**src/rtl/fight_pkg.sv**
```systemverilog
// Shared encodings for the two-player fight core: action codes, one-hot positions, health limit.
package fight_pkg;

  localparam logic [2:0] ACT_KICK   = 3'b000;
  localparam logic [2:0] ACT_PUNCH  = 3'b001;
  localparam logic [2:0] ACT_AWAIT  = 3'b010;
  localparam logic [2:0] ACT_JUMP   = 3'b011;
  localparam logic [2:0] ACT_LEFT1  = 3'b100;
  localparam logic [2:0] ACT_LEFT2  = 3'b101;
  localparam logic [2:0] ACT_RIGHT1 = 3'b110;
  localparam logic [2:0] ACT_RIGHT2 = 3'b111;

  // Player 1 is mirrored: its S0 sits at the far left bit.
  localparam logic [2:0] P1_S0 = 3'b100;
  localparam logic [2:0] P1_S1 = 3'b010;
  localparam logic [2:0] P1_S2 = 3'b001;

  localparam logic [2:0] P2_S0 = 3'b001;
  localparam logic [2:0] P2_S1 = 3'b010;
  localparam logic [2:0] P2_S2 = 3'b100;

  localparam logic [1:0] HEALTH_MAX = 2'd3;

  typedef enum logic [2:0] {
    St0 = P2_S0,
    St1 = P2_S1,
    St2 = P2_S2
  } p2_state_e;

  function automatic p2_state_e p2_advance(input p2_state_e s);
    case (s)
      St0:     return St1;
      default: return St2;
    endcase
  endfunction

  function automatic p2_state_e p2_retreat(input p2_state_e s);
    case (s)
      St2:     return St1;
      default: return St0;
    endcase
  endfunction

endpackage

```
**src/rtl/second_player_if.sv**
```systemverilog
// Player-2 action/state bus: game side drives actions and strobes, player side publishes state.
interface second_player_if;
  logic       action_enable;
  logic       is_game_over;
  logic [2:0] action1;
  logic [2:0] action2;
  logic [2:0] state1;
  logic [2:0] state2;
  logic [1:0] health2;
  logic       hit_taken;
  logic       ko;

  modport master (
    output action_enable, is_game_over, action1, action2, state1,
    input  state2, health2, hit_taken, ko
  );

  modport slave (
    input  action_enable, is_game_over, action1, action2, state1,
    output state2, health2, hit_taken, ko
  );
endinterface

```
**src/rtl/hit_resolver.sv**
```systemverilog
// Combinational player-1 attack resolution against player 2 on pre-step positions.
module hit_resolver
  import fight_pkg::*;
(
  input  logic [2:0] action1,
  input  logic [2:0] action2,
  input  logic [2:0] state1,
  input  logic [2:0] state2,
  output logic [1:0] dmg,
  output logic       knockback
);

  logic [1:0] i1, i2;
  logic       v1, v2;
  logic [2:0] sum;

  always_comb begin
    v1 = 1'b1;
    i1 = 2'd0;
    case (state1)
      P1_S0:   i1 = 2'd0;
      P1_S1:   i1 = 2'd1;
      P1_S2:   i1 = 2'd2;
      default: v1 = 1'b0;
    endcase

    v2 = 1'b1;
    i2 = 2'd0;
    case (state2)
      P2_S0:   i2 = 2'd0;
      P2_S1:   i2 = 2'd1;
      P2_S2:   i2 = 2'd2;
      default: v2 = 1'b0;
    endcase

    sum       = {1'b0, i1} + {1'b0, i2};
    dmg       = 2'd0;
    knockback = 1'b0;
    // A garbled position on either side means nothing lands this step.
    if (v1 && v2) begin
      if (action1 == ACT_KICK && sum >= 3'd3 && action2 != ACT_JUMP) begin
        dmg       = 2'd1;
        knockback = (i2 == 2'd2);
      end else if (action1 == ACT_PUNCH && sum == 3'd4 && action2 != ACT_PUNCH) begin
        dmg = 2'd2;
      end
    end
  end

endmodule

```
**src/rtl/second_player.sv**
```systemverilog
// Player-2 position FSM, health, heal and ko tracking, one step per action strobe.
// Optional hit immunity window enabled by defining SECOND_PLAYER_INVULN_EN.
module second_player
  import fight_pkg::*;
#(
  parameter int unsigned WAIT_HEAL    = 2,
  parameter int unsigned INVULN_STEPS = 2
) (
  input logic            clk,
  input logic            rst_n,
  second_player_if.slave bus
);

  if (WAIT_HEAL < 1 || WAIT_HEAL > 3) begin : g_bad_wait_heal
    $error("WAIT_HEAL must be in 1..3");
  end
  if (INVULN_STEPS > 7) begin : g_bad_invuln_steps
    $error("INVULN_STEPS must fit the 3-bit immunity counter");
  end

  p2_state_e  state_q, state_d;
  logic [1:0] health_q, health_d;
  logic [1:0] wait_q, wait_d;
  logic       hit_q, hit_d;
  logic       ko_q, ko_d;
  logic [1:0] dmg_raw, dmg;
  logic       knockback;
  logic       step;

  hit_resolver u_hit_resolver (
    .action1   (bus.action1),
    .action2   (bus.action2),
    .state1    (bus.state1),
    .state2    (state_q),
    .dmg       (dmg_raw),
    .knockback (knockback)
  );

  assign step = bus.action_enable && !bus.is_game_over && !ko_q;

`ifdef SECOND_PLAYER_INVULN_EN
  logic [2:0] inv_q, inv_d;

  assign dmg = (inv_q != 3'd0) ? 2'd0 : dmg_raw;

  always_comb begin
    inv_d = inv_q;
    if (step) begin
      if (dmg != 2'd0) begin
        inv_d = 3'(INVULN_STEPS);
      end else if (inv_q != 3'd0) begin
        inv_d = inv_q - 3'd1;
      end
    end
  end

  always_ff @(posedge clk or negedge rst_n) begin
    if (!rst_n) begin
      inv_q <= 3'd0;
    end else begin
      inv_q <= inv_d;
    end
  end
`else
  assign dmg = dmg_raw;
`endif

  always_comb begin
    state_d  = state_q;
    health_d = health_q;
    wait_d   = wait_q;
    ko_d     = ko_q;
    hit_d    = 1'b0;

    if (step) begin
      if (!$onehot(state_q)) begin
        state_d = St0;
      end else if (knockback) begin
        state_d = St1;
      end else begin
        case (bus.action2)
          ACT_LEFT1, ACT_LEFT2:   state_d = p2_advance(state_q);
          ACT_RIGHT1, ACT_RIGHT2: state_d = p2_retreat(state_q);
          default:                ;
        endcase
      end

      if (dmg != 2'd0) begin
        hit_d    = 1'b1;
        wait_d   = 2'd0;
        health_d = (health_q > dmg) ? health_q - dmg : 2'd0;
        ko_d     = ko_q | (health_q <= dmg);
      end else if (bus.action2 == ACT_AWAIT) begin
        if (32'(wait_q) + 32'd1 == WAIT_HEAL) begin
          wait_d   = 2'd0;
          health_d = (health_q == HEALTH_MAX) ? HEALTH_MAX : health_q + 2'd1;
        end else begin
          wait_d = wait_q + 2'd1;
        end
      end else begin
        wait_d = 2'd0;
      end
    end
  end

  always_ff @(posedge clk or negedge rst_n) begin
    if (!rst_n) begin
      state_q  <= St0;
      health_q <= HEALTH_MAX;
      wait_q   <= 2'd0;
      hit_q    <= 1'b0;
      ko_q     <= 1'b0;
    end else begin
      state_q  <= state_d;
      health_q <= health_d;
      wait_q   <= wait_d;
      hit_q    <= hit_d;
      ko_q     <= ko_d;
    end
  end

  assign bus.state2    = state_q;
  assign bus.health2   = health_q;
  assign bus.hit_taken = hit_q;
  assign bus.ko        = ko_q;

endmodule

```
**src/flat_wrapper.sv**
```systemverilog
// flat-port wrapper written by rule: the top's interface ports become plain ports
module second_player_flat import fight_pkg::*;
#(
  parameter int unsigned WAIT_HEAL    = 2,
  parameter int unsigned INVULN_STEPS = 2
)
  (clk, rst_n, bus_action_enable, bus_is_game_over, bus_action1, bus_action2, bus_state1, bus_state2, bus_health2, bus_hit_taken, bus_ko);
  second_player_if bus_i ();
  input logic clk;
  input logic rst_n;
  input wire logic [$bits(bus_i.action_enable)-1:0] bus_action_enable;
  input wire logic [$bits(bus_i.is_game_over)-1:0] bus_is_game_over;
  input wire logic [$bits(bus_i.action1)-1:0] bus_action1;
  input wire logic [$bits(bus_i.action2)-1:0] bus_action2;
  input wire logic [$bits(bus_i.state1)-1:0] bus_state1;
  output wire logic [$bits(bus_i.state2)-1:0] bus_state2;
  output wire logic [$bits(bus_i.health2)-1:0] bus_health2;
  output wire logic [$bits(bus_i.hit_taken)-1:0] bus_hit_taken;
  output wire logic [$bits(bus_i.ko)-1:0] bus_ko;
  assign bus_i.action_enable = bus_action_enable;
  assign bus_i.is_game_over = bus_is_game_over;
  assign bus_i.action1 = bus_action1;
  assign bus_i.action2 = bus_action2;
  assign bus_i.state1 = bus_state1;
  assign bus_state2 = bus_i.state2;
  assign bus_health2 = bus_i.health2;
  assign bus_hit_taken = bus_i.hit_taken;
  assign bus_ko = bus_i.ko;
  second_player #(.WAIT_HEAL(WAIT_HEAL), .INVULN_STEPS(INVULN_STEPS)) u_core (.clk(clk), .rst_n(rst_n), .bus(bus_i));
endmodule
```
**config.mk**
```make
export PLATFORM = sky130hd
export DESIGN_NAME = second_player_flat
export DESIGN_NICKNAME = d
export VERILOG_FILES = /design/src/rtl/fight_pkg.sv /design/src/rtl/second_player_if.sv /design/src/rtl/hit_resolver.sv /design/src/rtl/second_player.sv /design/src/flat_wrapper.sv
export SDC_FILE = /design/constraint.sdc
export NUM_CORES = 1
export LEC_CHECK = 0
export CAP_MARGIN = 5
export CORE_UTILIZATION = 37
export DETAILED_ROUTE_END_ITERATION = 16
export GPL_ROUTABILITY_DRIVEN = 0
export HOLD_SLACK_MARGIN = 0.08
export PLACE_DENSITY = 0.69
export SETUP_SLACK_MARGIN = 0.05
export SLEW_MARGIN = 0
export SYNTH_ARGS = -nofsm -noshare
export SYNTH_HDL_FRONTEND = slang
export SYNTH_HIERARCHICAL = 1
export SYNTH_SLANG_ARGS = --single-unit
```
**constraint.sdc**
```tcl
create_clock -name clk -period 2.5 [get_ports clk]
set_input_delay 0.625 -clock clk [delete_from_list [all_inputs] [get_ports clk]]
set_output_delay 0.625 -clock clk [all_outputs]
set_load 0.01 [all_outputs]
```
**Word-level counts from Yosys, hierarchy flattened**

Index checks and enable logic that the tools add are counted.

- Register bits: 9
- Input port bits: 13
- Output and inout port bits: 7
- Word-level logic and storage cells: 80

- $add $sub $neg: 7
- Order comparisons: 3
- Equal/unequal tests: 20
- Muxes and demuxes: 24
- Bitwise gates (word level): 1
- Reduce and logical (&&, ||, !) cells: 20

Operator list:

| kind | count |
|---|---|
| 32-bit by 2-bit == test with 1-bit output, second input constant | 1 |
| 2-bit 2-to-1 mux | 12 |
| 3-bit == test, second input constant | 7 |
| 3-bit by 1-bit == test with 1-bit output, second input constant | 3 |
| 3-bit by 2-bit == test with 1-bit output, second input constant | 3 |
| 3-bit 2-to-1 mux | 3 |
| 2-bit one-hot mux with 2 select lines | 2 |
| 1-bit logical AND | 7 |
| 1-bit 2-to-1 mux | 6 |
| 3-bit one-hot mux with 2 select lines | 1 |
| 2-bit nonzero test | 3 |
| 3-bit OR reduction | 2 |
| 2-bit by 1-bit adder with 2-bit output, second input constant | 2 |
| 2-bit == test, second input constant | 2 |
| 4-bit by 3-bit != test with 1-bit output, second input constant | 1 |
| 2-bit AND reduction | 2 |
| 2-bit OR reduction | 2 |
| 2-bit by 1-bit adder with 3-bit output, second input constant | 1 |
| 2-bit by 2-bit adder with 3-bit output | 1 |
| 3-bit by 2-bit >= comparator with 1-bit output, second input constant | 1 |
| 3-bit logical NOT | 1 |
| 3-bit by 1-bit != test with 1-bit output, second input constant | 1 |
| 3-bit by 2-bit != test with 1-bit output, second input constant | 1 |
| 3-bit AND reduction | 1 |
| 8 further kinds | 9 |

**Depth between registers and ports, before layout**

- Word-level depth: 12
- Gate-level depth with buffers: 11
- Gate-level depth less buffers: 11

**Cells and area by module**

The synthesis kept the hierarchy.

Modules (own cells, without submodules):

| module | instances | cells each | area an instance (um^2) | seq. area each (um^2) |
|---|---|---|---|---|
| second_player | 1 | 53 | 551.8 | 229.0 |
| hit_resolver | 1 | 24 | 185.2 | 0.0 |

**Worst setup path before layout**

OpenSTA, ideal clock, no wires.

- Kind: input to register
- Start: input port bus_state1[1]
- End: register u_core.health_q[1], in the netlist u_core/bus.health2[1]
- Setup time: 0.095 ns
- Arrival: 2.813 ns
- Required time: 2.405 ns
- Path slack: -0.407 ns
- Cell stages on the path: 11
- Buffers on the path: 0
- Cells stage by stage: nor3b_1 > ha_1 > fa_1 > a21oi_1 > nor4_1 > ha_1 > inv_1 > fa_1 > a21boi_0 > a21oi_1 > a21oi_1

- Elaborated cells on any way between the ends: 25
- Classes of those cells: add/sub: 2; order compare: 2; eq/ne: 4; mux: 7; reduce/logical: 10

RTL lines:

| item | RTL line | text |
|---|---|---|
| from (decl) | flat_wrapper.sv:15 | `input wire logic [$bits(bus_i.state1)-1:0] bus_state1;` |
| 3-bit by 1-bit == test with 1-bit output / 3-bit by 2-bit == test with 1-bit output (equally long branches) | hit_resolver.sv:20 | `case (state1)` |
| 2-bit one-hot mux with 2 select lines | hit_resolver.sv:20 |  |
| 2-bit by 2-bit adder with 3-bit output | hit_resolver.sv:36 | `sum = {1'b0, i1} + {1'b0, i2};` |
| 3-bit by 2-bit >= comparator with 1-bit output | hit_resolver.sv:41 | `if (action1 == ACT_KICK && sum >= 3'd3 && action2 != ACT_JUMP) begin` |
| 1-bit logical AND (2 in series) | hit_resolver.sv:41 |  |
| 2-bit 2-to-1 mux | hit_resolver.sv:41 |  |
| 2-bit 2-to-1 mux * | hit_resolver.sv:40 | `if (v1 && v2) begin` |
| named net u_core.dmg[0] | second_player.sv:26 | `logic [1:0] dmg_raw, dmg;` |
| 2-bit subtractor, or another cell as far along | second_player.sv:91 | `health_d = (health_q > dmg) ? health_q - dmg : 2'd0;` |
| 2-bit 2-to-1 mux / 2-bit nonzero test (equally long branches) | - |  |
| 2-bit 2-to-1 mux / 3-bit AND reduction (equally long branches) | - |  |
| to (signal assigned) | second_player.sv:115 | `health_q <= health_d;` |
| to (decl) | second_player.sv:22 | `logic [1:0] health_q, health_d;` |

Mark *: on every way through the listed nets, which the timed path passes. The rest lies on a longest branch.
A chain may end at the register's enable or synchronous reset.

**Final worst setup path**

- Start: input port bus_state1[2]
- End: register u_core.health_q[1], in the netlist u_core/bus.health2[1]

- Cells in the longest elaborated chain, start to end: 12
- Elaborated cells on any way between the ends: 25
- Classes of those cells: add/sub: 2; order compare: 2; eq/ne: 4; mux: 7; reduce/logical: 10

Ends and longest elaborated chain:

| item | RTL line |
|---|---|
| parallel branches: the longest is 8 deep, another holds 2-bit by 2-bit adder with 3-bit output | - |
| 2-bit 2-to-1 mux * | hit_resolver.sv:40 |
| named net u_core.dmg[1] | second_player.sv:26 |
| 2-bit subtractor, or another cell as far along | second_player.sv:91 |
| 2-bit 2-to-1 mux / 2-bit nonzero test (equally long branches) | - |
| 2-bit 2-to-1 mux / 3-bit AND reduction (equally long branches) | - |

Mark *: on every way through the listed nets, which the timed path passes.

==> run metrics <==
status=complete, but fails checks; failing checks=negative setup slack; first-pass GRT wire length=3.37 mm; clk sinks=9; post-route clock period utilization=110%; share of layout cells above drive strength 1=50.0%; # DRC=0; ys async rst share=100%; number of global-route vias before repair=809; Initial DRT Pass Iterations=4; Total GRT Usage=23.2%; Synth cell types=35; Seq pwr share=25.1%; Vias=782; detailed placement HPWL=1.67 mm; Arrival @ worst endpoint=2.98 ns; internal power=0.000488 W; syn_nets=96; CTS H-Tree Depth=1; CTS Buf Count=3; Worst slew margin=72.4%; WL/cell=16.4 um; post-route ant nets=0; die height=46.6 um; Post-synth EDFFs=0; Post-Route Skew=0.0118 ns; Worst-Skew Late Latency=0.28 ns; worst-margin pin slew=0.412 ns; Critical Path RT=2.71 ns; Tot Pwr=0.000838 W; Avg Synthesized Cell Area=9.57 um2; RSZ-0062 raised after global routing=true; Crit Path Class=in2reg; Port Buf Inserts=19; Vias/cell=5.39; clock tree buffer depth=2; initial drt markers=18; # rows=15; Synth Cell Area=737 um2; final setup vio count=6; Synth warnings=6; setup_tns=-0.876 ns; num ports=20; PD cells=670 nW/um2; Post-Route Utilization=69.4%; area delta synth->final=69.8%; DIE WIDTH=46.6 um; Routed WL=2.38 mm; largest net degree at the start of global routing=10; Root Buffer=clkbuf_4; Crit Path Max Fanout=3; Main synth FF type=dfrtp_1; CTS tree=yes; Static Leak=0.507 nW; switching share of total power=41.8%; max-slew violations=0; ANT cells=0; biggest area consumer among synthesized cells=dfrtp_1; Gate Count Post-Synth=77; #FFs+latches synth=9; Remaining Overflow, GRT=0; post-route worst setup slack=-0.262 ns; clock share of power=14.4%; Area contributors post-synth=dfrtp_1 20%, dfstp_2 11%, fa_1 8.1%, ha_1 5.1%, nor3b_1 4.1%; core area=1800 um2; Psw=0.000350 W; Max Freq=362 MHz; number of antenna violations at the first check in global routing=0; die area=2170 um2; sequential area share after synthesis=31.1%; crit path capture type=flop; Worst-path clk slew=0.08 ns; Critical Path Start Type=input pin; Max Cap Violations=0; Hold WC Path Type=reg2reg; Tmin final=2.76 ns; Initial Utilization=40.9%; CTS Hold Bufs=0; Layout Nets=140; final hold violation count=0; Peak VDD IR=490 uV; Fin Hold WS=0.556 ns; Synth top area share=20.4%; combinational fraction of design power=60.5%
-- path summary, 6_finish.rpt --
check,from,to,slack (ns),cells after the start
setup / recovery,bus_state1[2],u_core/bus.health2[1],-0.26,11
min in group asynchronous,rst_n,u_core/wait_q[1],0.64,1
max in group asynchronous,rst_n,u_core/bus.state2[0],1.52,1
hold reg to reg,u_core/wait_q[0],u_core/wait_q[0],0.56,2
hold / removal,u_core/wait_q[0],u_core/wait_q[0],0.56,2
setup reg to reg,u_core/bus.state2[1],u_core/bus.health2[1],-0.25,11
-- state kept, by name, indices dropped and copies added (netlist names) --
signal and cells:
u_core/wait_q 2, u_core/bus.hit_taken 1, u_core/bus.health2 2, u_core/bus.state2 3, u_core/bus.ko 1
-- what timing repair did --
item                                    4_1_cts  5_1_grt
endpoints found under the setup margin        9        9
setup buffers                                 0        2
pin swaps                                    15       10
resized for setup                            26       11
-- routing by layer --
| layer | vias up | share of wire, % | GRT usage, % |
|---|---|---|---|
| met2 | 21 | 53 | 40.0 |
| met5 | - | 0 | 0 |
| li1 | 370 | - | - |
| met3 | 4 | 4.2 | 7.06 |
| met4 | 0 | 1.1 | 5.14 |
| met1 | 387 | 41 | 28.0 |
-- power by group through the flow --
stage	registers [W]	logic (W)	clock network [W]
2_1_floorplan	0.000248	0.000183	0
3_3_place_gp	0.000204	0.000413	0
3_5_place_dp	0.000207	0.000426	0
4_1_cts	0.000209	0.000479	0.000122
5_1_grt	0.000215	0.000549	0.000126
6_report	0.000211	0.000507	0.000121
-- logic make-up (layout without fill, tap and decap cells) --
kind of cell	count (synthesis)	after routing	share of synthesized area (%)
compound gates	20	20	18.3
buf+inv	7	50	3.57
flops	9	9	31.1
fa+ha+maj	6	6	13.2
simple gates	35	35	33.8
-- synthesized netlist by cell type (3+ instances only) --
library cell and n:
o21ai_0 4, nor2_1 5, dfrtp_1 6, nand2_1 4, dfstp_2 3, fa_1 3, inv_1 7, nor3b_1 4
ha_1 3, a21oi_1 4, nor3_1 3
-- layout make-up --
| type | count | area (um2) |
|---|---|---|
| timing repair buffer | 39 | 359 |
| multi-input combinational | 61 | 578 |
| tap | 25 | 31.3 |
| fill | 154 | 551 |
| sequential | 9 | 229 |
| inverter | 7 | 26.3 |
| clock buffer | 3 | 22.5 |
| clock inverter | 1 | 5.00 |
-- placed cells by master, fill, tap and decap left out, drive strengths merged, types with 4 or more instances in the layout --
cell	count
o21ai	6
nor2	5
a21oi	4
nor3	4
or3b	4
inv	7
dfrtp	6
nand2	4
nor3b	4
buf	23
clkdlybuf4s50	16
-- worst max-delay path, cell delays in order --
cell and delay, ns:
buf_6 0.10, nor3b_2 0.17, ha_2 0.20, fa_1 0.44, nor4bb_1 0.30, nand4_1 0.16
nor2_2 0.19, inv_2 0.07, fa_2 0.54, a21oi_2 0.05, a21oi_1 0.11
-- per-stage QoR --
step	instances	setup WS (ns)	instance area, um2
after floorplan	77	-0.286	759
after global placement	140	-0.871	1120
after detailed placement	140	-0.934	1120
after CTS	144	-0.187	1200
after global routing	145	-0.349	1250
final	145	-0.262	1250
No activity file was read; power rests on OpenSTA's default activity.
